`src/rtl/pipe_cu.sv`:
```
// rtl/pipe_cu.sv - RV32I pipelined control unit: ID decode, ID/EX/MEM/WB control registers, branch resolve, retire counter
//
// Ports:
//   clk, rst_n            core clock, asynchronous active-low reset
//   instr_d               instruction currently in ID
//   flush_e               replace the ID/EX load with a bubble
//   zero_e, lt_e, ltu_e   ALU comparison flags for the instruction in EX
//   imm_src_d, illegal_d  ID-stage decode outputs
//   alu_ctrl_e .. load_e  EX-stage controls; pc_src_e is the resolved redirect
//   mem_write_m, funct3_m, reg_write_m   MEM-stage controls
//   reg_write_w, result_src_w            WB-stage controls
//   instret               count of instructions that left WB

module pipe_cu #(
    parameter int WIDTH      = 32,
    parameter int ALU_CTRL_W = 4,
    parameter int CNT_W      = 32
) (
    input  logic                  clk,
    input  logic                  rst_n,
    input  logic [WIDTH-1:0]      instr_d,
    input  logic                  flush_e,
    input  logic                  zero_e,
    input  logic                  lt_e,
    input  logic                  ltu_e,
    output logic [2:0]            imm_src_d,
    output logic                  illegal_d,
    output logic [ALU_CTRL_W-1:0] alu_ctrl_e,
    output logic                  alu_src_e,
    output logic                  alu_a_pc_e,
    output logic                  jalr_e,
    output logic                  pc_src_e,
    output logic                  load_e,
    output logic                  mem_write_m,
    output logic [2:0]            funct3_m,
    output logic                  reg_write_m,
    output logic                  reg_write_w,
    output logic [1:0]            result_src_w,
    output logic [CNT_W-1:0]      instret
);

    localparam logic [6:0] OP_R      = 7'b0110011;
    localparam logic [6:0] OP_I      = 7'b0010011;
    localparam logic [6:0] OP_LOAD   = 7'b0000011;
    localparam logic [6:0] OP_STORE  = 7'b0100011;
    localparam logic [6:0] OP_BRANCH = 7'b1100011;
    localparam logic [6:0] OP_JAL    = 7'b1101111;
    localparam logic [6:0] OP_JALR   = 7'b1100111;
    localparam logic [6:0] OP_LUI    = 7'b0110111;
    localparam logic [6:0] OP_AUIPC  = 7'b0010111;

    localparam logic [2:0] IMM_I = 3'd0;
    localparam logic [2:0] IMM_S = 3'd1;
    localparam logic [2:0] IMM_B = 3'd2;
    localparam logic [2:0] IMM_U = 3'd3;
    localparam logic [2:0] IMM_J = 3'd4;

    localparam logic [ALU_CTRL_W-1:0] ALU_ADD   = ALU_CTRL_W'(0);
    localparam logic [ALU_CTRL_W-1:0] ALU_SUB   = ALU_CTRL_W'(1);
    localparam logic [ALU_CTRL_W-1:0] ALU_AND   = ALU_CTRL_W'(2);
    localparam logic [ALU_CTRL_W-1:0] ALU_OR    = ALU_CTRL_W'(3);
    localparam logic [ALU_CTRL_W-1:0] ALU_XOR   = ALU_CTRL_W'(4);
    localparam logic [ALU_CTRL_W-1:0] ALU_SLT   = ALU_CTRL_W'(5);
    localparam logic [ALU_CTRL_W-1:0] ALU_SLTU  = ALU_CTRL_W'(6);
    localparam logic [ALU_CTRL_W-1:0] ALU_SLL   = ALU_CTRL_W'(7);
    localparam logic [ALU_CTRL_W-1:0] ALU_SRL   = ALU_CTRL_W'(8);
    localparam logic [ALU_CTRL_W-1:0] ALU_SRA   = ALU_CTRL_W'(9);
    localparam logic [ALU_CTRL_W-1:0] ALU_PASSB = ALU_CTRL_W'(10);

    // Control bundle held in ID/EX; an all-zero value is the bubble.
    typedef struct packed {
        logic                  valid;
        logic                  reg_write;
        logic [1:0]            result_src;
        logic                  mem_write;
        logic                  branch;
        logic                  jump;
        logic                  jalr;
        logic [ALU_CTRL_W-1:0] alu_ctrl;
        logic                  alu_src;
        logic                  alu_a_pc;
        logic                  load;
        logic [2:0]            funct3;
    } ctrl_t;

    logic [6:0] w_opcode;
    logic [2:0] w_funct3;
    logic       w_funct7b5;
    logic       w_unused_instr;
    ctrl_t      w_dec;
    logic [2:0] w_imm_src;
    logic       w_illegal;
    logic       w_cond;

    ctrl_t      r_ex;
    logic       r_m_valid;
    logic       r_m_reg_write;
    logic [1:0] r_m_result_src;
    logic       r_m_mem_write;
    logic [2:0] r_m_funct3;
    logic       r_w_valid;
    logic       r_w_reg_write;
    logic [1:0] r_w_result_src;
    logic [CNT_W-1:0] r_instret;

    assign w_opcode       = instr_d[6:0];
    assign w_funct3       = instr_d[14:12];
    assign w_funct7b5     = instr_d[30];
    assign w_unused_instr = ^{instr_d[WIDTH-1:31], instr_d[29:15], instr_d[11:7]};

    // Shared R/I arithmetic decode; only R-type may select SUB via funct7[5].
    function automatic logic [ALU_CTRL_W-1:0] alu_op(input logic [2:0] f3,
                                                     input logic       f7b5,
                                                     input logic       is_r);
        logic [ALU_CTRL_W-1:0] op;
        case (f3)
            3'b000:  op = (is_r && f7b5) ? ALU_SUB : ALU_ADD;
            3'b001:  op = ALU_SLL;
            3'b010:  op = ALU_SLT;
            3'b011:  op = ALU_SLTU;
            3'b100:  op = ALU_XOR;
            3'b101:  op = f7b5 ? ALU_SRA : ALU_SRL;
            3'b110:  op = ALU_OR;
            default: op = ALU_AND;
        endcase
        return op;
    endfunction

    always_comb begin
        w_dec     = '0;
        w_imm_src = IMM_I;
        w_illegal = 1'b0;
        case (w_opcode)
            OP_R: begin
                w_dec.reg_write = 1'b1;
                w_dec.alu_ctrl  = alu_op(w_funct3, w_funct7b5, 1'b1);
            end
            OP_I: begin
                w_dec.reg_write = 1'b1;
                w_dec.alu_src   = 1'b1;
                w_dec.alu_ctrl  = alu_op(w_funct3, w_funct7b5, 1'b0);
            end
            OP_LOAD: begin
                w_dec.reg_write  = 1'b1;
                w_dec.result_src = 2'd1;
                w_dec.alu_src    = 1'b1;
                w_dec.load       = 1'b1;
            end
            OP_STORE: begin
                w_imm_src       = IMM_S;
                w_dec.mem_write = 1'b1;
                w_dec.alu_src   = 1'b1;
            end
            OP_BRANCH: begin
                // funct3 010/011 have no branch meaning in RV32I
                if (w_funct3[2:1] == 2'b01) begin
                    w_illegal = 1'b1;
                end else begin
                    w_imm_src      = IMM_B;
                    w_dec.branch   = 1'b1;
                    w_dec.alu_ctrl = ALU_SUB;
                end
            end
            OP_JAL: begin
                w_imm_src        = IMM_J;
                w_dec.reg_write  = 1'b1;
                w_dec.result_src = 2'd2;
                w_dec.jump       = 1'b1;
            end
            OP_JALR: begin
                w_dec.reg_write  = 1'b1;
                w_dec.result_src = 2'd2;
                w_dec.jump       = 1'b1;
                w_dec.jalr       = 1'b1;
                w_dec.alu_src    = 1'b1;
            end
            OP_LUI: begin
                w_imm_src       = IMM_U;
                w_dec.reg_write = 1'b1;
                w_dec.alu_src   = 1'b1;
                w_dec.alu_ctrl  = ALU_PASSB;
            end
            OP_AUIPC: begin
                w_imm_src       = IMM_U;
                w_dec.reg_write = 1'b1;
                w_dec.alu_src   = 1'b1;
                w_dec.alu_a_pc  = 1'b1;
            end
            default: w_illegal = 1'b1;
        endcase
        // Illegal instructions stay an all-zero (bubble) bundle.
        if (!w_illegal) begin
            w_dec.valid  = 1'b1;
            w_dec.funct3 = w_funct3;
        end
    end

    assign imm_src_d = w_imm_src;
    assign illegal_d = w_illegal;

    always_ff @(posedge clk or negedge rst_n) begin
        if (!rst_n) begin
            r_ex <= '0;
        end else if (flush_e) begin
            r_ex <= '0;
        end else begin
            r_ex <= w_dec;
        end
    end

    always_ff @(posedge clk or negedge rst_n) begin
        if (!rst_n) begin
            r_m_valid      <= 1'b0;
            r_m_reg_write  <= 1'b0;
            r_m_result_src <= 2'd0;
            r_m_mem_write  <= 1'b0;
            r_m_funct3     <= 3'd0;
            r_w_valid      <= 1'b0;
            r_w_reg_write  <= 1'b0;
            r_w_result_src <= 2'd0;
            r_instret      <= '0;
        end else begin
            r_m_valid      <= r_ex.valid;
            r_m_reg_write  <= r_ex.reg_write;
            r_m_result_src <= r_ex.result_src;
            r_m_mem_write  <= r_ex.mem_write;
            r_m_funct3     <= r_ex.funct3;
            r_w_valid      <= r_m_valid;
            r_w_reg_write  <= r_m_reg_write;
            r_w_result_src <= r_m_result_src;
            if (r_w_valid) begin
                r_instret <= r_instret + CNT_W'(1);
            end
        end
    end

    // Branch compares run as SUB, so zero_e means rs1 == rs2.
    always_comb begin
        w_cond = 1'b0;
        case (r_ex.funct3)
            3'b000:  w_cond = zero_e;
            3'b001:  w_cond = ~zero_e;
            3'b100:  w_cond = lt_e;
            3'b101:  w_cond = ~lt_e;
            3'b110:  w_cond = ltu_e;
            3'b111:  w_cond = ~ltu_e;
            default: w_cond = 1'b0;
        endcase
    end

    assign pc_src_e     = r_ex.jump | (r_ex.branch & w_cond);
    assign alu_ctrl_e   = r_ex.alu_ctrl;
    assign alu_src_e    = r_ex.alu_src;
    assign alu_a_pc_e   = r_ex.alu_a_pc;
    assign jalr_e       = r_ex.jalr;
    assign load_e       = r_ex.load;
    assign mem_write_m  = r_m_mem_write;
    assign funct3_m     = r_m_funct3;
    assign reg_write_m  = r_m_reg_write;
    assign reg_write_w  = r_w_reg_write;
    assign result_src_w = r_w_result_src;
    assign instret      = r_instret;

endmodule

```
`config.mk`:
```
export PLATFORM = sky130hd
export DESIGN_NAME = pipe_cu
export DESIGN_NICKNAME = d
export VERILOG_FILES = /design/src/rtl/pipe_cu.sv
export SDC_FILE = /design/constraint.sdc
export NUM_CORES = 1
export LEC_CHECK = 0
export CORE_UTILIZATION = 45
export DETAILED_ROUTE_END_ITERATION = 12
export PLACE_DENSITY = 0.8
export SLEW_MARGIN = 20
export SYNTH_ARGS = -nofsm -noshare
export SYNTH_HDL_FRONTEND = slang
export SYNTH_SLANG_ARGS = --single-unit
```
`constraint.sdc`:
```
create_clock -name clk -period 2.49 [get_ports clk]
set_input_delay 0.747 -clock clk [delete_from_list [all_inputs] [get_ports clk]]
set_output_delay 0.747 -clock clk [all_outputs]
set_load 0.05 [all_outputs]
```
# Word level (Yosys, flattened, before mapping)
# Cells that the tools add are included.
op_classes:
  bitwise_logic: 5
  eq_ne: 21
  muxes: 24
  reduce_logical: 7
  n_addsub: 1
op_table:
  columns: ["op", "count"]
  rows:
  - ["$pmux W4 S7", 2]
  - ["$add A32 B1 Y32 const B", 1]
  - ["$eq A3 B3 Y1 const B", 7]
  - ["$eq A7 B6 Y1 const B", 3]
  - ["$eq A7 B7 Y1 const B", 3]
  - ["$mux W18", 1]
  - ["$pmux W4 S4", 1]
  - ["$eq A7 B5 Y1 const B", 2]
  - ["$mux W1", 14]
  - ["$pmux W3 S4", 1]
  - ["$reduce_or A8 Y1", 1]
  - ["$eq A7 B2 Y1 const B", 1]
  - ["$reduce_or A7 Y1", 1]
  - ["$eq A3 B1 Y1 const B", 2]
  - ["$eq A3 B2 Y1 const B", 2]
  - ["$logic_not A3 Y1", 2]
  - ["$pmux W1 S6", 1]
  - ["$reduce_or A6 Y1", 1]
  - ["$pmux W2 S2", 1]
  - ["$reduce_or A2 Y1", 2]
  - ["$mux W3", 1]
  - ["$not A1 Y1", 3]
  - ["$eq A2 B1 Y1 const B", 1]
  - ["$mux W2", 1]
  - ["other kinds (3)", 3]
word_totals:
  output_inout_bits: 53
  elab_cells: 79
  reg_bits: 62
  inputBits: 38

# Longest topological paths before layout
# Gate-level depths: netlist of run 1.
logic_depth:
  depth_word: 5
  mapped_depth: 5
  ltp_nobuf: 5

# Least setup slack after synthesis of run 1
# Ideal clock, no wire load.
synth_timing:
  path_type: "input port to output port"
  startpoint: "input port instr_d[5]"
  endpoint: "output port imm_src_d[0]"
  stages: 3
  path_buffers: 1
  required_ns: 1.743
  arrival_ns: 3.595
  setup_slack_ns: -1.852
  path_cell_list: "clkbuf_1 nand2_1 a2111oi_0"
synth_via:
  elab_chain_len: 3
  elab_cells_between_ends: 7
  classes_between: "eq/ne: 5; mux: 1; reduce/logical: 1"
synth_lines:
  columns: ["element", "line_no", "rtl"]
  rows:
  - ["start: declaration", "21", "input logic [WIDTH-1:0] instr_d,"]
  - ["$eq A7 B5 Y1 / $eq A7 B6 Y1 (equally long branches)", "133", "case (w_opcode)"]
  - ["$reduce_or A2 Y1 (no source line)", null, null]
  - ["$pmux W3 S4 (*)", "133", null]
  - ["end: declaration", "26", "output logic [2:0] imm_src_d,"]
# Mark *: on every way between the ends. The rest lies on a longest branch, timed or not.

# Worst setup path in the final report of run 1
layout_timing:
  startpoint: "input port instr_d[4]"
  endpoint: "output port imm_src_d[1]"
# Same word-level chain as after synthesis.

==> results of run 1 <==
## worst max-delay path by stage
stage               startpoint           end  cells past startpoint
finish              instr_d[4]  imm_src_d[1]                      6
floorplan           instr_d[4]  imm_src_d[0]                      4
detailed placement  instr_d[4]     illegal_d                      5
global route        instr_d[4]  imm_src_d[1]                      6
global placement    instr_d[4]  imm_src_d[1]                      6
CTS                 instr_d[2]  imm_src_d[1]                      6
## flip-flops by register name, indices dropped and copies added (netlist names)
register and flops:
result_src_w 2, load_e 1, reg_write_m 1, jalr_e 1, mem_write_m 1, r_ex 9, reg_write_w 1, alu_src_e 1
r_m_result_src 2, instret 32, r_w_valid 1, funct3_m 3, alu_ctrl_e 4, alu_a_pc_e 1, r_m_valid 1
## cell usage in the layout (no fill, tap or decap), types with 8 or more instances in the layout
| cell | count |
|---|---|
| dfrtp_1 | 61 |
| clkdlybuf4s50_1 | 51 |
| buf_4 | 29 |
| xnor2_1 | 23 |
| nand3_1 | 15 |
| nor2_1 | 15 |
| nand2_1 | 13 |
| clkbuf_8 | 13 |
| xor2_1 | 11 |
| nand4_1 | 10 |
| a21oi_1 | 8 |
## layer usage
metal	global-route usage (%)	up-vias
met5	0	-
met4	14.1	0
met3	4.35	20
met2	38.8	89
met1	25.0	1051
li1	-	989
## power breakdown
group          total [mW]  switching (mW)  internal, mW
Sequential           1.06          0.0462          1.02
Clock                1.04           0.370         0.671
Combinational       0.346           0.204         0.142
Total                2.45           0.621          1.83
## through the flow
stage / instance area (um^2) / instances / util [%] / hold slack (ps)
after CTS: 4010 / 406 / 72.3 / 350
after global routing: 4040 / 406 / 72.9 / 355
after floorplan: 2670 / 223 / - / 331
after global placement: 3630 / 380 / 65.5 / 333
after detailed placement: 3630 / 380 / 65.5 / 336
final: 4040 / 406 / 72.9 / 347
## final cells by class
type	instances	area, um^2
clock buffer	13	179
fill	369	1500
sequential	61	1530
clock inverter	3	65.1
tap	72	90.1
timing repair buffer	104	1030
inverter	1	3.75
multi-input combinational	152	1150
## worst max-delay path: cells and delay by family
family,cells,cell delay (ps)
buffers and inverters,3,400
AO/OA/AOI/OAI,1,310
AND/OR/NAND/NOR,2,300
## Yosys cell counts
master / number / area [um^2]
nand4_4: 2 / 42.5
a211o_1: 2 / 17.5
buf_4: 4 / 30.0
xor2_1: 11 / 96.3
or4_1: 1 / 7.51
nor4_1: 4 / 25.0
a31o_2: 1 / 8.76
mux2i_1: 2 / 20.0
nor2b_1: 1 / 6.26
ha_1: 1 / 12.5
nand2b_1: 2 / 12.5
inv_1: 1 / 3.75
or2_2: 2 / 12.5
nand4bb_1: 1 / 11.3
or3b_2: 1 / 8.76
mux2_2: 1 / 11.3
a2111oi_0: 1 / 8.76
and2_1: 1 / 6.26
xnor2_1: 23 / 201
o21bai_1: 1 / 7.51
and3_1: 6 / 37.5
dfrtp_1: 61 / 1530
clkbuf_1: 4 / 15.0
nor3_1: 5 / 25.0
nand4_1: 10 / 62.6
nor2_1: 19 / 71.3
a21o_1: 1 / 7.51
nand3_1: 15 / 75.1
a211oi_1: 1 / 7.51
a32oi_1: 1 / 8.76
a21oi_1: 9 / 45.0
buf_2: 1 / 5.00
nor4_4: 2 / 42.5
nand2_1: 18 / 67.6
a21boi_0: 1 / 7.51
o21ai_0: 4 / 20.0
and4_1: 2 / 17.5
## what timing repair did
item / in CTS / in global routing
endpoints found under the setup margin: 5 / 6
resized for setup: 46 / 8
setup buffers: 10 / 0
pin swaps: 9 / 10
## logic make-up (layout without fill, tap and decap cells)
kind of cell,count (synthesis),after routing,share of synthesized area [%]
AND/OR/NAND/NOR,92,92,20.5
flip-flops,61,61,58.9
XOR/XNOR,34,34,11.5
AO/OA/AOI/OAI,22,22,5.36
buffers and inverters,10,121,2.07
multiplexers,3,3,1.21
adder cells (fa/ha/maj),1,1,0.483
==> flow_summary.json, run 1 <==
{
  "synth.distinct_cells": 37,
  "worstPathRequired_ps": 1740,
  "setup_viol": 1,
  "routabilityCongestion": 0.945,
  "fmax_ghz": 0.398,
  "tritoncts": "built",
  "end_kind": "output port",
  "die-width_um": 77.9,
  "syn_avg_cell_area_um2": 11.6,
  "crit_path_max_fanout": 6,
  "final_hold_viol_count": 0,
  "wl_met3_um": 310,
  "io_pins": 91,
  "failed_checks": "negative setup slack",
  "synthCells": 223,
  "whs_path_depth": 0,
  "synth_fp_nets": 262,
  "cts_sinks": 61,
  "min_to": "r_m_result_src[1]",
  "wl_met1_um": 2510,
  "cap_viol_max_count": 0,
  "ff2ff_path_depth": 5,
  "cts_max_path_buffers": 2,
  "yosys_warnings": 0,
  "syn_to_final_growth_pct": 55.7,
  "slew_headroom_pct": 61.1,
  "drcViolationCount": 0,
  "row_count": 27,
  "portBuffers": 69,
  "cp_slowest_cell": "a211oi_4",
  "dr.pass1.iters": 4,
  "finClkSkew_ps": 11.6,
  "critical_path_class": "primary input to output port",
  "cpPeakStageDelay_ps": 310,
  "nets": 368,
  "ys_seq_elements": 61,
  "core_um2": 5540,
  "fin_crit_ps": 2510,
  "synth_seq_area_share_pct": 58.9,
  "die_y_um": 77.9,
  "crit_chain": "buf_8 > buf_6 > nor2_4 > nand4_1 > a211oi_4 > buf_12",
  "critPathArrivalTime_ps": 1760,
  "antenna_cells": 0,
  "top_layer": "met4",
  "p_per_area_nw_per_um2": 607,
  "synthesis.area_um2": 2590,
  "drt-total-wl_um": 6320,
  "slew_violations": 0,
  "rsz0062_at_grt": "yes",
  "vias": 2149,
  "peakVddDrop_v": 0.000344,
  "hp-start": "r_ex[15]",
  "grt_overflow": 0,
  "setup_ws_ps": -21.7,
  "cts_buffers": 9,
  "grt.total_usage_pct": 22.3,
  "fp.dieArea_um2": 6070,
  "drt.antenna.violating_nets": 0,
  "drive_gt1_share_pct": 26.3,
  "start_util_pct": 46.8,
  "antenna_found_initial": 0,
  "finalPower_mw": 2.45,
  "dr.first_iter.drc_count": 69,
  "clock_latency_ps": 340,
  "p_leak_nw": 1.82,
  "cts.clk_slew.worst_paths_ps": 60,
  "reg2reg_from": "instret[0]",
  "grt_max_degree": 41,
  "worst_setup_path_start_kind": "primary input",
  "pre_cts_ws_ps": -468,
  "setup_tns_ps": -21.7,
  "outcome": "complete, but fails checks",
  "routed-wl-met2_um": 3280,
  "grt_pass1_vias": 2174,
  "r2r_slack_ps": 660,
  "tightest_slew_ps": 580,
  "hpwl_um": 4010,
  "grt_pass1_wl_um": 10200,
  "htree_num_levels": 3,
  "min_path_type": "flip-flop to flip-flop",
  "wl_per_cell_um": 15.6,
  "cts_root_buf": "clkbuf_8",
  "via_per_inst": 5.29,
  "hold_buffers": 0,
  "fin_crit_sh_pct": 101,
  "timing.rr.end": "instret[24]"
}
Power figures use the tool's default switching activity.
==> inputs of run 2 (changes only) <==
--- a/config.mk
+++ b/config.mk
@@ -5,7 +5,8 @@
 export SDC_FILE = /design/constraint.sdc
 export NUM_CORES = 1
 export LEC_CHECK = 0
-export CORE_UTILIZATION = 45
+export ABC_AREA = 1
+export CORE_UTILIZATION = 47
 export DETAILED_ROUTE_END_ITERATION = 12
 export PLACE_DENSITY = 0.8
 export SLEW_MARGIN = 20
==> flow_summary.json, run 2 <==
{
  "syn_to_final_growth_pct": 49.0,
  "synth_commonest_cells": "nand2_1 (112), dfrtp_1 (61), nor2_1 (49)",
  "worst_setup_path_start_kind": "primary input",
  "synth_fp_nets": 399,
  "finClkSkew_ps": 13.7,
  "grt_pass1_wl_um": 11600,
  "synth_top_family_by_area": "simple AND/OR/NAND/NOR gates",
  "routabilityCongestion": 0.819,
  "worstPathRequired_ps": 2680,
  "regArea_um2": 1530,
  "mostFrequentLayoutCells": "nand2_1 (93), dfrtp_1 (61), clkdlybuf4s50_1 (51)",
  "synthCells": 360,
  "cts_root_buf": "clkbuf_8",
  "hpwl_um": 4870,
  "synthSimpleGateAreaFrac_pct": 32.7,
  "nFillCells": 428,
  "grt_overflow": 0,
  "synth-adder-area-share_pct": 0.414,
  "final_util_pct": 74.4,
  "synthTopCellsByArea": "dfrtp_1 (50%), nand2_1 (14%), nor2_1 (6.1%), inv_1 (5.0%), xnor2_1 (3.2%)",
  "muxShareOfSynthArea_pct": 0,
  "slew_violations": 0,
  "die-width_um": 82.2,
  "reg2reg_from": "instret[0]",
  "ys_seq_elements": 61,
  "nets": 518,
  "start_util_pct": 49.9,
  "p_leak_nw": 2.30,
  "drcViolationCount": 0,
  "slew_headroom_pct": 60.1,
  "core_um2": 6060,
  "timing.rr.end": "instret[26]",
  "synth-async-reset-ratio_pct": 100,
  "p_per_area_nw_per_um2": 513,
  "die_y_um": 82.2,
  "synth.distinct_cells": 29,
  "via_per_inst": 4.97,
  "antenna_cells": 0,
  "io_pins": 91,
  "tightest_slew_ps": 599,
  "synthFlopType": "dfrtp_1",
  "cts_buffers": 9,
  "setup_viol": 2,
  "yosys_warnings": 0,
  "synth_top_area_share_pct": 50.5,
  "drt-total-wl_um": 7790,
  "failed_checks": "negative setup slack",
  "tritoncts": "built",
  "critPathArrivalTime_ps": 2730,
  "synth_compound_area_share_pct": 3.56,
  "synth_edf_count": 0,
  "drive_gt1_share_pct": 26.2,
  "r2r_slack_ps": 880,
  "min_path_type": "flip-flop to flip-flop",
  "synth_xor_area_share_pct": 5.79,
  "outcome": "complete, but fails checks",
  "hold_buffers": 0,
  "yosysTopAreaCell": "dfrtp_1",
  "crit_path_max_fanout": 5,
  "fp.dieArea_um2": 6760,
  "end_kind": "flip-flop",
  "portBuffers": 69,
  "multi_input_area_um2": 1420,
  "largest_reg_flops": 32,
  "fmax_ghz": 0.393,
  "synth_seq_area_share_pct": 50.5,
  "synthesis.area_um2": 3020,
  "htree_num_levels": 3,
  "cap_viol_max_count": 0,
  "cts.clk_slew.worst_paths_ps": 70,
  "antenna_found_initial": 0,
  "vias": 2777,
  "min_to": "r_w_valid",
  "hp-start": "r_m_valid",
  "final_hold_viol_count": 0,
  "ff2ff_path_depth": 8,
  "critical_path_class": "primary input to flip-flop",
  "dr.first_iter.drc_count": 150,
  "clock_latency_ps": 340,
  "fin_crit_ps": 2550,
  "yosysMostFrequentCell": "nand2_1",
  "peakVddDrop_v": 0.000301,
  "grt_pass1_vias": 2694,
  "cts_sinks": 61,
  "dp_cells": 520,
  "whs_path_depth": 0,
  "fin_crit_sh_pct": 102,
  "drt.antenna.violating_nets": 0,
  "grt.total_usage_pct": 23.5,
  "dr.pass1.iters": 5,
  "row_count": 28,
  "setup_ws_ps": -55.2,
  "grt_max_degree": 37,
  "finalPower_mw": 2.31,
  "final_cell_count_no_fill": 559,
  "mostFrequentLayoutCell": "nand2_1",
  "syn_avg_cell_area_um2": 8.40,
  "wl_per_cell_um": 13.9,
  "cts_max_path_buffers": 2
}
[run 2: cell types whose count changed after synthesis, sizes merged, moves of 6 or more]
cell and delta:
and3 -6, inv +44, nand2 +97, nand3b +6
nor2 +40, xnor2 -12
[run 2: cells by family after synthesis]
family,after synthesis
DFF,61
and+or+nand+nor,207
buffers and inverters,51
adders and majority gates,1
xor gates and xnor gates,20
AOI/OAI and AO/OA,20
[run 2: worst max-delay path by stage]
| stage | endpoint | startpoint |
|---|---|---|
| after global placement | illegal_d | instr_d[1] |
| after floorplan | imm_src_d[1] | instr_d[1] |
| after CTS | illegal_d | instr_d[4] |
| final | alu_src_e | instr_d[6] |
| after detailed placement | illegal_d | instr_d[6] |
| after global routing | alu_src_e | instr_d[6] |
[run 2: timing repair]
action / in CTS / in global routing
gates cloned: 0 / 0
setup endpoints to repair: 5 / 10
buffers inserted: 21 / 2
pin swaps: 18 / 16
hold endpoints to repair: 0 / 0
resized for setup: 50 / 32
[run 2: report_power, final]
part	switching (mW)	leakage, nW	internal (mW)
clock	0.380	0.106	0.543
combinational	0.213	1.34	0.125
sequential	0.0348	0.848	1.02
total	0.628	2.30	1.69
[run 2: area by class of cell]
type / instances / share of cell area [%]
sequential: 61 / 33.9
multi-input combinational: 248 / 31.5
timing repair buffer: 114 / 24.2
clock buffer: 13 / 3.75
inverter: 45 / 3.75
tap: 75 / 2.08
clock inverter: 3 / 0.944
[run 2: per-layer routing]
metal  global-route usage [%]  vias to the layer above  part of all wire (%)
met2                     44.2                       94                    53
li1                         -                     1347                     -
met3                     6.26                       22                   5.2
met4                     10.5                        0                   2.1
met1                     24.2                     1314                    40
met5                        0                        -                     0
[run 2: metrics by stage]
stage / cell area (um^2) / setup TNS, ps / setup slack, ps / hold slack [ps]
2_1_floorplan: 3020 / 0 / 77.3 / 331
3_3_place_gp: 3990 / -1560 / -378 / 332
3_5_place_dp: 3990 / -1610 / -391 / 335
4_1_cts: 4430 / -21.1 / -21.1 / 349
5_1_grt: 4510 / -232 / -154 / 348
6_report: 4510 / -70.6 / -55.2 / 347
[run 2: critical path: stages]
cell,delay [ps]
buf_2,130
inv_2,60
nand2_1,70
nor2_2,50
nand2_2,120
nand2_4,80
buf_4,140
buf_4,120
buf_4,120
buf_4,120
buf_4,120
buf_4,120
buf_4,120
buf_4,130
buf_4,130
buf_4,120
nor2_1,110
a31oi_1,120
==> inputs of run 3 (changes only) <==
--- a/config.mk
+++ b/config.mk
@@ -6,9 +6,10 @@
 export NUM_CORES = 1
 export LEC_CHECK = 0
 export ABC_AREA = 1
-export CORE_UTILIZATION = 47
+export CORE_MARGIN = 2
+export CORE_UTILIZATION = 50
 export DETAILED_ROUTE_END_ITERATION = 12
-export PLACE_DENSITY = 0.8
+export PLACE_DENSITY = 0.84
 export SLEW_MARGIN = 20
 export SYNTH_ARGS = -nofsm -noshare
 export SYNTH_HDL_FRONTEND = slang
==> constraint.sdc (replaced) <==
create_clock -name clk -period 3 [get_ports clk]
set_input_delay 0.9 -clock clk [delete_from_list [all_inputs] [get_ports clk]]
set_output_delay 0.9 -clock clk [all_outputs]
set_load 0.05 [all_outputs]
==> flow_summary.json, run 3 (synthesis gave the netlist of run 2 again) <==
{
  "fin_crit_ps": 2930,
  "outcome": "completed",
  "wl_per_cell_um": 13.4,
  "antenna_found_initial": 0,
  "row_count": 28,
  "crit_path_max_fanout": 2,
  "grt_pass1_wl_um": 11700,
  "cts_max_path_buffers": 2,
  "mostFrequentLayoutCells": "nand2_1 (107), dfrtp_1 (61), clkdlybuf4s50_1 (55)",
  "grt_max_degree": 62,
  "placed_area_um2": 3960,
  "htree_num_levels": 3,
  "drcViolationCount": 0,
  "slew_violations": 0,
  "largest_reg_flops": 32,
  "mostFrequentLayoutCell": "nand2_1",
  "fp.dieArea_um2": 6690,
  "syn_to_final_growth_pct": 39.0,
  "multi_input_area_um2": 1330,
  "finClkSkew_ps": 11.3,
  "antenna_cells": 0,
  "tritoncts": "built",
  "final_hold_viol_count": 0,
  "regArea_um2": 1530,
  "rsz0062_at_grt": "yes",
  "vias": 2704,
  "setup_viol": 0,
  "p_per_area_nw_per_um2": 438,
  "grt_overflow": 0,
  "final_cell_count_no_fill": 534,
  "peakVddDrop_v": 0.000356,
  "end_kind": "output port",
  "clock_latency_ps": 340,
  "hpwl_um": 5060,
  "routabilityCongestion": 0.864,
  "core_um2": 5890,
  "grt.total_usage_pct": 23.6,
  "start_util_pct": 51.4,
  "grt_pass1_vias": 2681,
  "dp_cells": 517,
  "die-width_um": 81.8,
  "drt.antenna.violating_nets": 0,
  "portBuffers": 69,
  "holdWs_ps": 350,
  "fin_area_um2": 4200,
  "nets": 493,
  "cts_sinks": 61,
  "cap_viol_max_count": 0,
  "dr.first_iter.drc_count": 149,
  "critical_path_class": "primary input to output port",
  "fin_crit_sh_pct": 97.6,
  "dr.pass1.iters": 4,
  "p_leak_nw": 2.14,
  "io_pins": 91,
  "via_per_inst": 5.06,
  "min_path_type": "flip-flop to flip-flop",
  "setup_ws_ps": 71.0,
  "pre_cts_ws_ps": -206,
  "critPathArrivalTime_ps": 2030,
  "cts_buffers": 9,
  "cts_root_buf": "clkbuf_8",
  "fmax_ghz": 0.341,
  "drt-total-wl_um": 7150,
  "cts.clk_slew.worst_paths_ps": 60,
  "nFillCells": 433,
  "drive_gt1_share_pct": 16.8,
  "slew_headroom_pct": 63.8,
  "worst_setup_path_start_kind": "primary input",
  "worstPathRequired_ps": 2100,
  "die_y_um": 81.8,
  "tightest_slew_ps": 542
}
## run 3: cell count changes in the layout (fill, tap and decap cells not counted), sizes merged
cell | previous run | this run
clkinv | 1 | 4
clkdlybuf4s15 | 0 | 1
buf | 57 | 26
clkinvlp | 1 | 0
dlygate4sd2 | 3 | 5
clkbuf | 14 | 12
clkdlybuf4s50 | 51 | 55
dlymetal6s2s | 2 | 1
## run 3: report_power, final
part	switching, mW	leakage (nW)	internal, mW	total, mW
Sequential	0.0291	0.848	0.845	0.874
Clock	0.313	0.103	0.400	0.713
Combinational	0.166	1.19	0.0894	0.255
Total	0.508	2.14	1.34	1.84
## run 3: critical path: stages
cell             delay [ps]
clkdlybuf4s50_1         440
a21oi_1                 170
o21ai_0                 100
o21ai_1                 100
nand2_1                  90
nand2_2                  90
buf_12                  140
## run 3: what timing repair did
action | 4_1_cts | 5_1_grt
setup endpoints to repair | 5 | 3
pin swaps | 6 | 7
hold buffers | 0 | 0
gates resized for setup | 21 | 7
setup buffers | 0 | 1
## run 3: cell type report
cell class                      count  area share, %
Clock buffer                       11           3.36
Inverter                           45           4.02
Tap cell                           75           2.23
Timing Repair Buffer               89           21.3
Clock inverter                      5           1.19
Multi-Input combinational cell    248           31.6
Sequential cell                    61           36.3
## run 3: path summary, 6_finish.rpt
check	start	to	slack, ps	cells past startpoint
max	ltu_e	pc_src_e	70	7
max reg2reg	instret[0]	instret[26]	1350	8
min	r_m_result_src[0]	result_src_w[0]	350	0
max in group asynchronous	rst_n	alu_ctrl_e[1]	2170	2
min reg2reg	r_m_result_src[0]	result_src_w[0]	350	0
min in group asynchronous	rst_n	instret[10]	540	2
## run 3: routing by layer
metal  share of wire, %  vias up  track usage (%)
li1                   -     1313                -
met1                 39     1278             27.0
met2                 52       93             39.9
met3                5.9       20             6.15
met4                2.7        0             13.3
met5                  0        -                0
## run 3: metrics by stage
stage	utilization, %	total power, mW	setup TNS, ps
after floorplan	-	1.02	0
after CTS	71.1	1.85	0
final	71.4	1.84	0
after detailed placement	67.3	1.14	-654
after global routing	71.4	1.91	-6.82
after global placement	67.3	1.13	-530
